==> src/rtl/spi_pkg.sv <==
// Shared constants and FSM state type for the SPI register controller.
package spi_pkg;

  localparam int CMD_WR_BIT  = 7;
  localparam int CMD_RSV_HI  = 6;
  localparam int CMD_RSV_LO  = 4;
  localparam int CMD_ADDR_HI = 3;
  localparam int CMD_ADDR_LO = 0;

  localparam logic [3:0] ADDR_ID     = 4'h0;
  localparam logic [3:0] ADDR_LOCK   = 4'hE;
  localparam logic [3:0] ADDR_STATUS = 4'hF;

  localparam logic [7:0] LOCK_KEY = 8'h5A;

  typedef enum logic {
    IDLE,
    WDATA
  } state_t;

endpackage

==> src/rtl/spi_reg_ctrl_if.sv <==
// Byte-stream and register-observation bundle between the SPI slave stage and the controller.
interface spi_reg_ctrl_if;

  logic [7:0]   rx_data;
  logic         rx_valid;
  logic [7:0]   tx_data;
  logic         wr_stb;
  logic [3:0]   wr_addr;
  logic [7:0]   wr_data;
  logic [127:0] regs_q;
  logic         err;

  modport master (
    output rx_data, rx_valid,
    input  tx_data, wr_stb, wr_addr, wr_data, regs_q, err
  );

  modport slave (
    input  rx_data, rx_valid,
    output tx_data, wr_stb, wr_addr, wr_data, regs_q, err
  );

endinterface

==> src/rtl/spi_regfile.sv <==
// 16x8 register map: byte 0 is the ID, byte 15 the status, bytes 1-14 are storage.
module spi_regfile
  import spi_pkg::*;
(
  input  logic         sclk,
  input  logic         rst_n,
  input  logic         we,
  input  logic [3:0]   waddr,
  input  logic [7:0]   wdata,
  input  logic [7:0]   id_byte,
  input  logic [7:0]   status_byte,
  output logic [127:0] rd_flat
);

  logic [7:0] mem [16];

  always_ff @(posedge sclk or negedge rst_n) begin
    if (!rst_n) begin
      for (int i = 0; i < 16; i++) mem[i] <= 8'h00;
    end else if (we && waddr != ADDR_ID && waddr != ADDR_STATUS) begin
      mem[waddr] <= wdata;
    end
  end

  // ID and status are not stored here; they are overlaid on the read bus.
  always_comb begin
    rd_flat = '0;
    for (int i = 1; i < 15; i++) rd_flat[8*i +: 8] = mem[i];
    rd_flat[7:0]     = id_byte;
    rd_flat[127:120] = status_byte;
  end

endmodule

==> src/rtl/spi_reg_ctrl.sv <==
// Command decoder for SPI register access: read/write frames, sticky error, status clear.
// Optional write protection behind reg 0xE when SPI_REG_WPROT_EN is defined.
module spi_reg_ctrl
  import spi_pkg::*;
#(
  parameter logic [7:0] ID_VAL = 8'hA5
)(
  input  logic sclk,
  input  logic rst_n,
  spi_reg_ctrl_if.slave bus
);

  state_t       state_q, state_d;
  logic [3:0]   addr_q;
  logic [7:0]   tx_q;
  logic         stb_q;
  logic [3:0]   wa_q;
  logic [7:0]   wd_q;
  logic         err_q;
  logic [127:0] regs_flat;

  logic [2:0] cmd_rsv;
  logic [3:0] cmd_addr;
  logic       addr_load, tx_load, commit, rf_we, err_set, err_clr;

  assign cmd_rsv  = bus.rx_data[CMD_RSV_HI:CMD_RSV_LO];
  assign cmd_addr = bus.rx_data[CMD_ADDR_HI:CMD_ADDR_LO];

`ifdef SPI_REG_WPROT_EN
  logic [7:0] lock_val;
  assign lock_val = regs_flat[{ADDR_LOCK, 3'b000} +: 8];
`endif

  always_ff @(posedge sclk or negedge rst_n) begin
    if (!rst_n) state_q <= IDLE;
    else        state_q <= state_d;
  end

  always_comb begin
    state_d   = state_q;
    addr_load = 1'b0;
    tx_load   = 1'b0;
    commit    = 1'b0;
    rf_we     = 1'b0;
    err_set   = 1'b0;
    err_clr   = 1'b0;
    if (bus.rx_valid) begin
      case (state_q)
        IDLE: begin
          if (cmd_rsv != 3'b000) begin
            err_set = 1'b1;
          end else if (bus.rx_data[CMD_WR_BIT]) begin
            addr_load = 1'b1;
            state_d   = WDATA;
          end else begin
            tx_load = 1'b1;
          end
        end
        WDATA: begin
          state_d = IDLE;
          if (addr_q == ADDR_ID) begin
            err_set = 1'b1;
          end else if (addr_q == ADDR_STATUS) begin
            err_clr = 1'b1;
            commit  = 1'b1;
`ifdef SPI_REG_WPROT_EN
          end else if (addr_q != ADDR_LOCK && lock_val != LOCK_KEY) begin
            err_set = 1'b1;
`endif
          end else begin
            commit = 1'b1;
            rf_we  = 1'b1;
          end
        end
        default: state_d = IDLE;
      endcase
    end
  end

  // Status clear wins; the decoder never raises both on one edge anyway.
  always_ff @(posedge sclk or negedge rst_n) begin
    if (!rst_n) begin
      addr_q <= 4'h0;
      tx_q   <= 8'h00;
      stb_q  <= 1'b0;
      wa_q   <= 4'h0;
      wd_q   <= 8'h00;
      err_q  <= 1'b0;
    end else begin
      stb_q <= commit;
      if (addr_load) addr_q <= cmd_addr;
      if (tx_load)   tx_q   <= regs_flat[{cmd_addr, 3'b000} +: 8];
      if (commit) begin
        wa_q <= addr_q;
        wd_q <= bus.rx_data;
      end
      if (err_clr)      err_q <= 1'b0;
      else if (err_set) err_q <= 1'b1;
    end
  end

  spi_regfile u_regfile (
    .sclk        (sclk),
    .rst_n       (rst_n),
    .we          (rf_we),
    .waddr       (addr_q),
    .wdata       (bus.rx_data),
    .id_byte     (ID_VAL),
    .status_byte ({7'd0, err_q}),
    .rd_flat     (regs_flat)
  );

  assign bus.tx_data = tx_q;
  assign bus.wr_stb  = stb_q;
  assign bus.wr_addr = wa_q;
  assign bus.wr_data = wd_q;
  assign bus.regs_q  = regs_flat;
  assign bus.err     = err_q;

endmodule

==> src/flat_wrapper.sv <==
// flat-port wrapper written by rule: the top's interface ports become plain ports
module spi_reg_ctrl_flat import spi_pkg::*;
#(
  parameter logic [7:0] ID_VAL = 8'hA5
)
  (sclk, rst_n, bus_rx_data, bus_rx_valid, bus_tx_data, bus_wr_stb, bus_wr_addr, bus_wr_data, bus_regs_q, bus_err);
  spi_reg_ctrl_if bus_i ();
  input  logic sclk;
  input  logic rst_n;
  input wire logic [$bits(bus_i.rx_data)-1:0] bus_rx_data;
  input wire logic [$bits(bus_i.rx_valid)-1:0] bus_rx_valid;
  output wire logic [$bits(bus_i.tx_data)-1:0] bus_tx_data;
  output wire logic [$bits(bus_i.wr_stb)-1:0] bus_wr_stb;
  output wire logic [$bits(bus_i.wr_addr)-1:0] bus_wr_addr;
  output wire logic [$bits(bus_i.wr_data)-1:0] bus_wr_data;
  output wire logic [$bits(bus_i.regs_q)-1:0] bus_regs_q;
  output wire logic [$bits(bus_i.err)-1:0] bus_err;
  assign bus_i.rx_data = bus_rx_data;
  assign bus_i.rx_valid = bus_rx_valid;
  assign bus_tx_data = bus_i.tx_data;
  assign bus_wr_stb = bus_i.wr_stb;
  assign bus_wr_addr = bus_i.wr_addr;
  assign bus_wr_data = bus_i.wr_data;
  assign bus_regs_q = bus_i.regs_q;
  assign bus_err = bus_i.err;
  spi_reg_ctrl #(.ID_VAL(ID_VAL)) u_core (.sclk(sclk), .rst_n(rst_n), .bus(bus_i));
endmodule
==> config.mk <==
export PLATFORM = sky130hd
export DESIGN_NAME = spi_reg_ctrl_flat
export DESIGN_NICKNAME = d
export VERILOG_FILES = /design/src/rtl/spi_pkg.sv /design/src/rtl/spi_reg_ctrl_if.sv /design/src/rtl/spi_regfile.sv /design/src/rtl/spi_reg_ctrl.sv /design/src/flat_wrapper.sv
export SDC_FILE = /design/constraint.sdc
export NUM_CORES = 1
export LEC_CHECK = 0
export CORE_MARGIN = 5
export CORE_UTILIZATION = 42
export CTS_CLUSTER_DIAMETER = 120
export DETAILED_ROUTE_END_ITERATION = 16
export GPL_TIMING_DRIVEN = 0
export PLACE_DENSITY = 0.7
export SETUP_SLACK_MARGIN = 0.02
export SYNTH_ARGS = -nofsm -noshare
export SYNTH_HDL_FRONTEND = slang
export SYNTH_SLANG_ARGS = --single-unit
==> constraint.sdc <==
create_clock -name sclk -period 2.1 [get_ports sclk]
set_clock_uncertainty 0.1 [all_clocks]
set_input_delay 0.63 -clock sclk [delete_from_list [all_inputs] [get_ports sclk]]
set_output_delay 0.63 -clock sclk [all_outputs]
set_load 0.005 [all_outputs]
==> results of run 1 <==
-- final cells by class --
cell class / instances / area, sq um
fillers: 1216 / 5920
well taps: 188 / 235
clock buffers: 27 / 513
repair buffers: 175 / 1780
clock inverters: 2 / 10.0
plain buffers: 51 / 334
flip-flops and latches: 139 / 3480
inverters: 7 / 26.3
multi-input cells: 287 / 2840
-- cells by family (layout without fill, tap and decap cells) --
kind of cell / Yosys count / count (layout) / share of synthesized area
buf+inv: 58 / 262 / 0.0496
simple gates: 82 / 82 / 0.0730
compound gates: 43 / 43 / 0.0525
other cells: 2 / 15 / 0.00116
flops: 139 / 139 / 0.537
mux: 147 / 147 / 0.287
-- Yosys cell counts (all sizes together) (3+ instances only) --
library cell    n  share of area
nor2            8         0.0062
o21ai           7         0.0054
nand2          35          0.022
o2111ai         9          0.012
clkbuf         18          0.010
o211ai          7         0.0081
mux2i          12          0.019
nand3b          9          0.011
or4             3         0.0041
or3             4         0.0054
nand2b          3         0.0029
dfrtp         139           0.54
nor3            6         0.0069
nor2b           3         0.0029
a2111oi         4         0.0054
mux4           17          0.059
mux2          118           0.21
a221oi          3         0.0041
nand3           5         0.0039
a221o           4         0.0062
buf            33          0.035
inv             7         0.0041
nor3b           3         0.0050
a22o            4         0.0054
-- power by group --
group	leakage (nW)	internal (mW)	switching, mW
Clock	0.259	1.64	1.05
Combinational	2.93	0.777	0.605
Sequential	1.90	2.96	0.192
Total	5.09	5.38	1.85
-- sequential cells by signal, indices dropped and copies added, names as in the netlist --
signal / count
u_core.addr_q: 4
u_core.bus.err: 1
u_core.bus.tx_data: 8
u_core.bus.wr_addr: 4
u_core.bus.wr_data: 8
u_core.bus.wr_stb: 1
u_core.state_q: 1
u_core.u_regfile.rd_flat: 112
-- routing by layer --
layer  vias to the layer above  GRT usage  wire length [microns]
li1                       2125          -                      -
met1                      2506      0.309                   8760
met2                       202      0.355                   9800
met3                        16     0.0799                   1720
met4                         0     0.0594                    222
met5                         -          0                      0
-- through the flow --
stage	power, mW	area, sq um	instances
6_report	7.23	9230	876
5_1_grt	7.51	9230	876
4_1_cts	7.23	8980	861
3_5_place_dp	4.53	8230	816
3_3_place_gp	4.49	8200	815
2_1_floorplan	3.71	6540	484
-- what timing repair did --
action                                  in CTS  in global routing
cloned                                       1                  0
pin swaps                                    5                  2
setup buffers                               15                 15
resized for setup                           54                 65
endpoints found under the setup margin     149                127
-- worst reg2reg max path: cells and delay by family (launching register included) --
family	cells	cell delay (ns)
AND/OR/NAND/NOR	3	0.66
multiplexers	1	0.39
flip-flops	1	0.40
buffers and inverters	2	0.32
-- how the worst max path moves through the flow --
stage / start / to / slack, ns / cells past startpoint
4_1_cts: u_core.addr_q[0] / u_core.u_regfile.rd_flat[8] / 0.02 / 5
3_5_place_dp: bus_rx_valid / u_core.u_regfile.rd_flat[41] / -1.09 / 6
5_1_grt: bus_rx_valid / u_core.u_regfile.rd_flat[115] / -0.006 / 7
6_report: bus_rx_valid / u_core.u_regfile.rd_flat[113] / 0.03 / 7
3_3_place_gp: rst_n / u_core.u_regfile.rd_flat[79] / -5.08 / 1
2_1_floorplan: bus_rx_data[5] / u_core.bus.tx_data[5] / 0.009 / 5
==> flow_metrics.env, run 1 <==
export IMPL_ys_types=43
export IMPL_final_common_cell="dfrtp_1"
export IMPL_num_vias=4849
export IMPL_holdWs_ns=0.0549
export IMPL_drv_cap=0
export IMPL_worst_path_buf_inv=3
export IMPL_reg2reg_slack_ns=0.11
export IMPL_diodes=0
export IMPL_post_place_ws_ns=-1.09
export IMPL_ctsHoldBuffers=0
export IMPL_most_common_layout_cells="139 x dfrtp_1, 110 x mux2_2, 74 x clkdlybuf4s50_1"
export IMPL_crit_path_cell_trace="dlygate4sd2_1 -> and2_4 -> buf_6 -> nand3b_1 -> buf_4 -> nor2_4 -> mux2_2"
export IMPL_ys_ff_latch=139
export IMPL_period_needed_ns=2.07
export IMPL_worst_path_max_fanout=9
export IMPL_worst_setup_path_start_kind="primary input"
export IMPL_synth_edf_count=0
export IMPL_row_count=45
export IMPL_drive_gt1_frac=0.372
export IMPL_r2r_cells=6
export IMPL_dieArea_sq_um=18000
export IMPL_relSlewSlack=0.479
export IMPL_p_leak_nw=5.09
export IMPL_ioPinCount=161
export IMPL_power_density_nw_per_um2=783
export IMPL_dieHeight_microns=134
export IMPL_synth_async_reset_ratio=1.00
export IMPL_tns_ns=0
export IMPL_firstDrtPassIters=4
export IMPL_antenna_left=0
export IMPL_gr_total_overflow=0
export IMPL_vias_per_cell=5.54
export IMPL_clock_sinks=139
export IMPL_area_growth_pct=42.3
export IMPL_hold_path_class="primary input to asynchronous set/reset pin"
export IMPL_crit_arrival_ns=2.28
export IMPL_slowest_stage="mux2_2"
export IMPL_port_buffers=143
export IMPL_drt_wl_total_microns=20500
export IMPL_worstSetupPathType="primary input to flip-flop"
export IMPL_cts_buffer_depth=2
export IMPL_rr_endpoint="u_core.u_regfile.rd_flat[113]"
export IMPL_insertion_delay_ns=0.43
export IMPL_wl_per_cell_microns=23.4
export IMPL_cts_root_buffer="clkbuf_16"
export IMPL_max_stage_delay_ns=0.39
export IMPL_htree_num_levels=4
export IMPL_cts_tree="yes"
export IMPL_finalHoldViolations=0
export IMPL_setup_violations=0
export IMPL_worstSetupEndpointType="flip-flop"
export IMPL_numCtsBuffers=17
export IMPL_antenna_found_initial=0
export IMPL_nets=689
export IMPL_core_area_sq_um=15100
export IMPL_start_util=0.428
export IMPL_fmax_ghz=0.482
export IMPL_r2r_start="u_core.state_q"
export IMPL_syn_area_sq_um=6480
export IMPL_die_w_microns=134
export IMPL_grt_max_degree=87
export IMPL_ir_drop_mv=0.491
export IMPL_syn_inst=471
export IMPL_remaining_drc_errors=0
export IMPL_slew_viol_final=0
export IMPL_worstMarginPinSlew_ns=0.782
export IMPL_finalWorstSetupSlack_ns=0.0264
export IMPL_seq_area_frac_synth=0.537
export IMPL_fin_crit_sh=0.987
export IMPL_ys_flop_type="dfrtp_1"
export IMPL_dp_hpwl_microns=13800
export IMPL_yosys_warnings=0
export IMPL_syn_area_per_cell_sq_um=13.8
export IMPL_grt_pass1_wl_microns=30700
export IMPL_status="finished clean"
export IMPL_grt_use_total=0.229
export IMPL_final_util=0.609
export IMPL_drt_iter0_drc=327
export IMPL_cp_top_family="simple AND/OR/NAND/NOR gates"
export IMPL_required_ns=2.31
export IMPL_grt_pass1_vias=4942
export IMPL_place_gp_congestion=0.827
export IMPL_path_clk_slew_ns=0.05
No activity file was read; power rests on OpenSTA's default activity.
==> run 2: changes to the inputs <==
--- a/config.mk
+++ b/config.mk
@@ -10,7 +10,8 @@
 export CTS_CLUSTER_DIAMETER = 120
 export DETAILED_ROUTE_END_ITERATION = 16
 export GPL_TIMING_DRIVEN = 0
-export PLACE_DENSITY = 0.7
+export PLACE_DENSITY = 0.8
+export RECOVER_POWER = 25
 export SETUP_SLACK_MARGIN = 0.02
 export SYNTH_ARGS = -nofsm -noshare
 export SYNTH_HDL_FRONTEND = slang
==> run 2 against run 1 <==
Effect of this change:
- via count up 3.6%
- sequential share of layout area down 0.10 points
- global-route usage down 0.45 points
- final area up 0.27%
- sequential power about the same
- worst setup slack worse by 0.00076 ns
- sequential cell count unchanged
==> flow_metrics.env, run 2 (synthesis results as in run 1) <==
export IMPL_diodes=0
export IMPL_grt_use_total=0.224
export IMPL_drt_iter0_drc=410
export IMPL_worst_path_buf_inv=1
export IMPL_numCtsBuffers=17
export IMPL_max_stage_delay_ns=0.53
export IMPL_grt_pass1_vias=5028
export IMPL_reg2reg_slack_ns=0.05
export IMPL_r2r_cells=6
export IMPL_ctsHoldBuffers=0
export IMPL_worst_setup_path_start_kind="flip-flop"
export IMPL_path_clk_slew_ns=0.06
export IMPL_r2r_start="u_core.addr_q[2]"
export IMPL_insertion_delay_ns=0.43
export IMPL_firstDrtPassIters=5
export IMPL_worst_path_max_fanout=3
export IMPL_die_w_microns=134
export IMPL_cp_top_family="buffers and inverters"
export IMPL_wl_per_cell_microns=23.5
export IMPL_crit_arrival_ns=1.34
export IMPL_holdWs_ns=0.378
export IMPL_drv_cap=0
export IMPL_min_to="u_core.bus.wr_data[5]"
export IMPL_crit_path_cell_trace="clkdlybuf4s50_1"
export IMPL_required_ns=1.37
export IMPL_nets=692
export IMPL_start_util=0.428
export IMPL_drt_wl_total_microns=20700
export IMPL_status="finished clean"
export IMPL_cts_root_buffer="clkbuf_16"
export IMPL_slew_viol_final=0
export IMPL_ir_drop_mv=0.606
export IMPL_fin_crit_sh=0.988
export IMPL_antenna_left=0
export IMPL_fmax_ghz=0.482
export IMPL_most_common_layout_cells="139 x dfrtp_1, 110 x mux2_2, 85 x clkdlybuf4s50_1"
export IMPL_finalHoldViolations=0
export IMPL_worstMarginPinSlew_ns=1.48
export IMPL_dp_hpwl_microns=14300
export IMPL_worstSetupPathType="flip-flop to primary output"
export IMPL_final_common_cell="dfrtp_1"
export IMPL_rsz0062_at_grt="yes"
export IMPL_slowest_stage="clkdlybuf4s50_1"
export IMPL_hold_path_class="flip-flop to flip-flop"
export IMPL_ioPinCount=161
export IMPL_min_from="u_core.bus.wr_data[5]"
export IMPL_fillers=1165
export IMPL_grt_pass1_wl_microns=30200
export IMPL_gr_total_overflow=0
export IMPL_finalWorstSetupSlack_ns=0.0257
export IMPL_relSlewSlack=0.0154
export IMPL_largest_reg_flops=112
export IMPL_final_util=0.611
export IMPL_period_needed_ns=2.07
export IMPL_area_growth_pct=42.7
export IMPL_dieHeight_microns=134
export IMPL_setup_violations=0
export IMPL_htree_num_levels=4
export IMPL_cts_tree="yes"
export IMPL_dieArea_sq_um=18000
export IMPL_worstSetupEndpointType="primary output"
export IMPL_post_place_ws_ns=-1.00
export IMPL_place_gp_congestion=0.833
export IMPL_remaining_drc_errors=0
export IMPL_port_buffers=143
export IMPL_cts_buffer_depth=2
export IMPL_vias_per_cell=5.70
export IMPL_drive_gt1_frac=0.381
export IMPL_power_total_mw=7.56
export IMPL_core_area_sq_um=15100
export IMPL_num_vias=5025
export IMPL_antenna_found_initial=0
export IMPL_clock_sinks=139
export IMPL_grt_max_degree=77
export IMPL_p_leak_nw=4.92
export IMPL_holdPathStages=2
export IMPL_rr_endpoint="u_core.u_regfile.rd_flat[69]"
export IMPL_power_density_nw_per_um2=818
export IMPL_row_count=45
## run 2: area by class of cell
cell class                 count  area [sq um]  share of cell area
tap                          188           235              0.0254
clock buffer                  23           498              0.0538
clock inverter                 8          90.1             0.00974
sequential                   139          3480               0.376
timing repair buffer         178          1770               0.192
inverter                       7          26.3             0.00284
multi-input combinational    287          2820               0.305
buffer                        51           333              0.0360
## run 2: per-stage QoR
| stage | area (sq um) | TNS (ns) | std cells |
|---|---|---|---|
| 6_report | 9250 | 0 | 881 |
| 5_1_grt | 9250 | 0 | 881 |
| 4_1_cts | 9000 | 0 | 861 |
| 3_5_place_dp | 8230 | -90.05 | 816 |
| 3_3_place_gp | 8200 | -768.07 | 815 |
| 2_1_floorplan | 6540 | 0 | 484 |
## run 2: power breakdown
group          total (mW)  leakage (nW)  switching, mW  internal (mW)
registers            3.16          1.90          0.196           2.96
clock network        2.99         0.298           1.11           1.88
logic                1.42          2.72          0.620          0.797
## run 2: how the worst max path moves through the flow
stage | cells after the start | endpoint | slack [ns] | from
final | 1 | bus_regs_q[57] | 0.03 | u_core.u_regfile.rd_flat[57]
after global routing | 1 | bus_regs_q[65] | 0.01 | u_core.u_regfile.rd_flat[65]
after CTS | 1 | bus_regs_q[44] | 0.02 | u_core.u_regfile.rd_flat[44]
after detailed placement | 7 | u_core.bus.tx_data[2] | -1.00 | bus_rx_data[0]
after global placement | 1 | u_core.u_regfile.rd_flat[102] | -4.92 | rst_n
after floorplan | 5 | u_core.bus.tx_data[5] | 0.009 | bus_rx_data[5]
## run 2: routing by layer
metal	GRT usage	share of wire	vias to the layer above	wire length, microns
met5	0	0	-	0
li1	-	-	2123	-
met2	0.351	0.47	264	9800
met3	0.0566	0.081	55	1680
met4	0.0803	0.028	0	590
met1	0.305	0.42	2583	8650
## run 2: timing repair
item                       CTS  global route
gates resized for setup     51            48
buffers inserted            14            20
setup endpoints to repair  155           114
pin swaps                    5             0
==> run 3: changes to the inputs <==
--- a/config.mk
+++ b/config.mk
@@ -5,6 +5,7 @@
 export SDC_FILE = /design/constraint.sdc
 export NUM_CORES = 1
 export LEC_CHECK = 0
+export CAP_MARGIN = 20
 export CORE_MARGIN = 5
 export CORE_UTILIZATION = 42
 export CTS_CLUSTER_DIAMETER = 120
==> run 3 against run 2 <==
Effect of this change:
- worst setup slack stayed put
- fmax unchanged
- first-iteration DRC count did not move
- combinational power is essentially flat
- total power unchanged
- global-route usage did not move
- clock-buffer cell count unchanged
- sequential cell count stayed put
- clock power hardly changed
- final area stayed put
- hold slack stayed put
- die area unchanged
- critical endpoint unchanged
- largest power group unchanged
==> flow_metrics.env, run 3 (synthesis results as in run 1) <==
export IMPL_num_vias=5025
export IMPL_period_needed_ns=2.07
export IMPL_place_area_sq_um=8230
export IMPL_final_cell_area_sq_um=9250
export IMPL_post_place_ws_ns=-1.00
export IMPL_required_ns=1.37
export IMPL_largest_reg_flops=112
export IMPL_ioPinCount=161
export IMPL_numCtsBuffers=17
export IMPL_dieArea_sq_um=18000
export IMPL_finalNonFillerCells=881
export IMPL_die_w_microns=134
export IMPL_final_common_cell="dfrtp_1"
export IMPL_clock_sinks=139
export IMPL_most_common_layout_cells="139 x dfrtp_1, 110 x mux2_2, 85 x clkdlybuf4s50_1"
export IMPL_fin_crit_sh=0.988
export IMPL_cts_tree="yes"
export IMPL_drv_cap=0
export IMPL_grt_use_total=0.224
export IMPL_tns_ns=0
export IMPL_ctsHoldBuffers=0
export IMPL_place_gp_congestion=0.833
export IMPL_core_area_sq_um=15100
export IMPL_htree_num_levels=4
export IMPL_drt_iter0_drc=410
export IMPL_antenna_found_initial=0
export IMPL_grt_pass1_vias=5028
export IMPL_diodes=0
export IMPL_cp_top_family="buffers and inverters"
export IMPL_row_count=45
export IMPL_area_growth_pct=42.7
export IMPL_dieHeight_microns=134
export IMPL_finalHoldViolations=0
export IMPL_drive_gt1_frac=0.381
export IMPL_worst_path_max_fanout=3
export IMPL_setup_violations=0
export IMPL_vias_per_cell=5.70
export IMPL_crit_start="u_core.u_regfile.rd_flat[57]"
export IMPL_cts_buffer_depth=2
export IMPL_antenna_left=0
export IMPL_crit_arrival_ns=1.34
export IMPL_ir_drop_mv=0.606
export IMPL_finalWorstSetupSlack_ns=0.0257
export IMPL_relSlewSlack=0.0154
export IMPL_placed_cells_incl_taps=816
export IMPL_nets=692
export IMPL_max_stage_delay_ns=0.53
export IMPL_p_leak_nw=4.92
export IMPL_drt_wl_total_microns=20700
export IMPL_grt_max_degree=77
export IMPL_min_from="u_core.bus.wr_data[5]"
export IMPL_wl_per_cell_microns=23.5
export IMPL_worstMarginPinSlew_ns=1.48
export IMPL_remaining_drc_errors=0
export IMPL_status="finished clean"
export IMPL_power_density_nw_per_um2=818
export IMPL_firstDrtPassIters=5
export IMPL_hold_path_class="flip-flop to flip-flop"
export IMPL_path_clk_slew_ns=0.06
export IMPL_cts_root_buffer="clkbuf_16"
export IMPL_port_buffers=143
export IMPL_r2r_start="u_core.addr_q[2]"
export IMPL_rsz0062_at_grt="yes"
export IMPL_crit_path_cell_trace="clkdlybuf4s50_1"
export IMPL_start_util=0.428
export IMPL_slowest_stage="clkdlybuf4s50_1"
export IMPL_worst_setup_path_start_kind="flip-flop"
export IMPL_dp_hpwl_microns=14300
export IMPL_worst_path_buf_inv=1
export IMPL_slew_viol_final=0
export IMPL_grt_pass1_wl_microns=30200
export IMPL_worstSetupEndpointType="primary output"
export IMPL_gr_total_overflow=0
export IMPL_power_total_mw=7.56
export IMPL_insertion_delay_ns=0.43
export IMPL_worstSetupPathType="flip-flop to primary output"
export IMPL_fmax_ghz=0.482
## run 3: cell counts in the layout (fill, tap and decap cells not counted)
No cell type changed its count.
## run 3: timing repair
| action | CTS | global route |
|---|---|---|
| pin swaps | 5 | 0 |
| gates resized for setup | 51 | 48 |
| setup endpoints to repair | 155 | 114 |
| setup buffers | 14 | 20 |
| hold endpoints to repair | 0 | 0 |
## run 3: final timing paths
check	endpoint	slack (ns)	cells past startpoint
min reg2reg	u_core.bus.wr_data[5]	0.38	2
max in group asynchronous	u_core.u_regfile.rd_flat[116]	0.37	2
min	u_core.bus.wr_data[5]	0.38	2
max reg2reg	u_core.u_regfile.rd_flat[69]	0.05	6
max	bus_regs_q[57]	0.03	1
min in group asynchronous	u_core.bus.wr_stb	0.45	1
## run 3: final cells by class
cell class / count / area, sq um
Buffer: 51 / 333
Clock buffer: 23 / 498
Clock inverter: 8 / 90.1
Fill cell: 1165 / 5900
Inverter: 7 / 26.3
Multi-Input combinational cell: 287 / 2820
Sequential cell: 139 / 3480
Tap cell: 188 / 235
Timing Repair Buffer: 178 / 1770
## run 3: per-layer routing
metal	routed length [microns]	track usage	vias to the layer above
li1	-	-	2123
met1	8650	0.305	2583
met2	9800	0.351	264
met3	1680	0.0566	55
met4	590	0.0803	0
met5	0	0	-
## run 3: worst min-delay path, delay by kind of cell, from the launching register on
family / cells / cell delay [ns]
AND/OR/NAND/NOR: 2 / 0.10
flip-flops: 1 / 0.34
## run 3: stage by stage
stage | hold slack, ns | utilization
floorplan | 0.234 | -
CTS | 0.107 | 0.594
finish | 0.378 | 0.611
global placement | 0.359 | 0.542
global route | 0.399 | 0.611
detailed placement | 0.366 | 0.544
## run 3: where the power goes
group / switching [mW] / internal (mW) / leakage, nW
combinational: 0.620 / 0.797 / 2.72
clock: 1.11 / 1.88 / 0.298
sequential: 0.196 / 2.96 / 1.90
total: 1.92 / 5.64 / 4.92
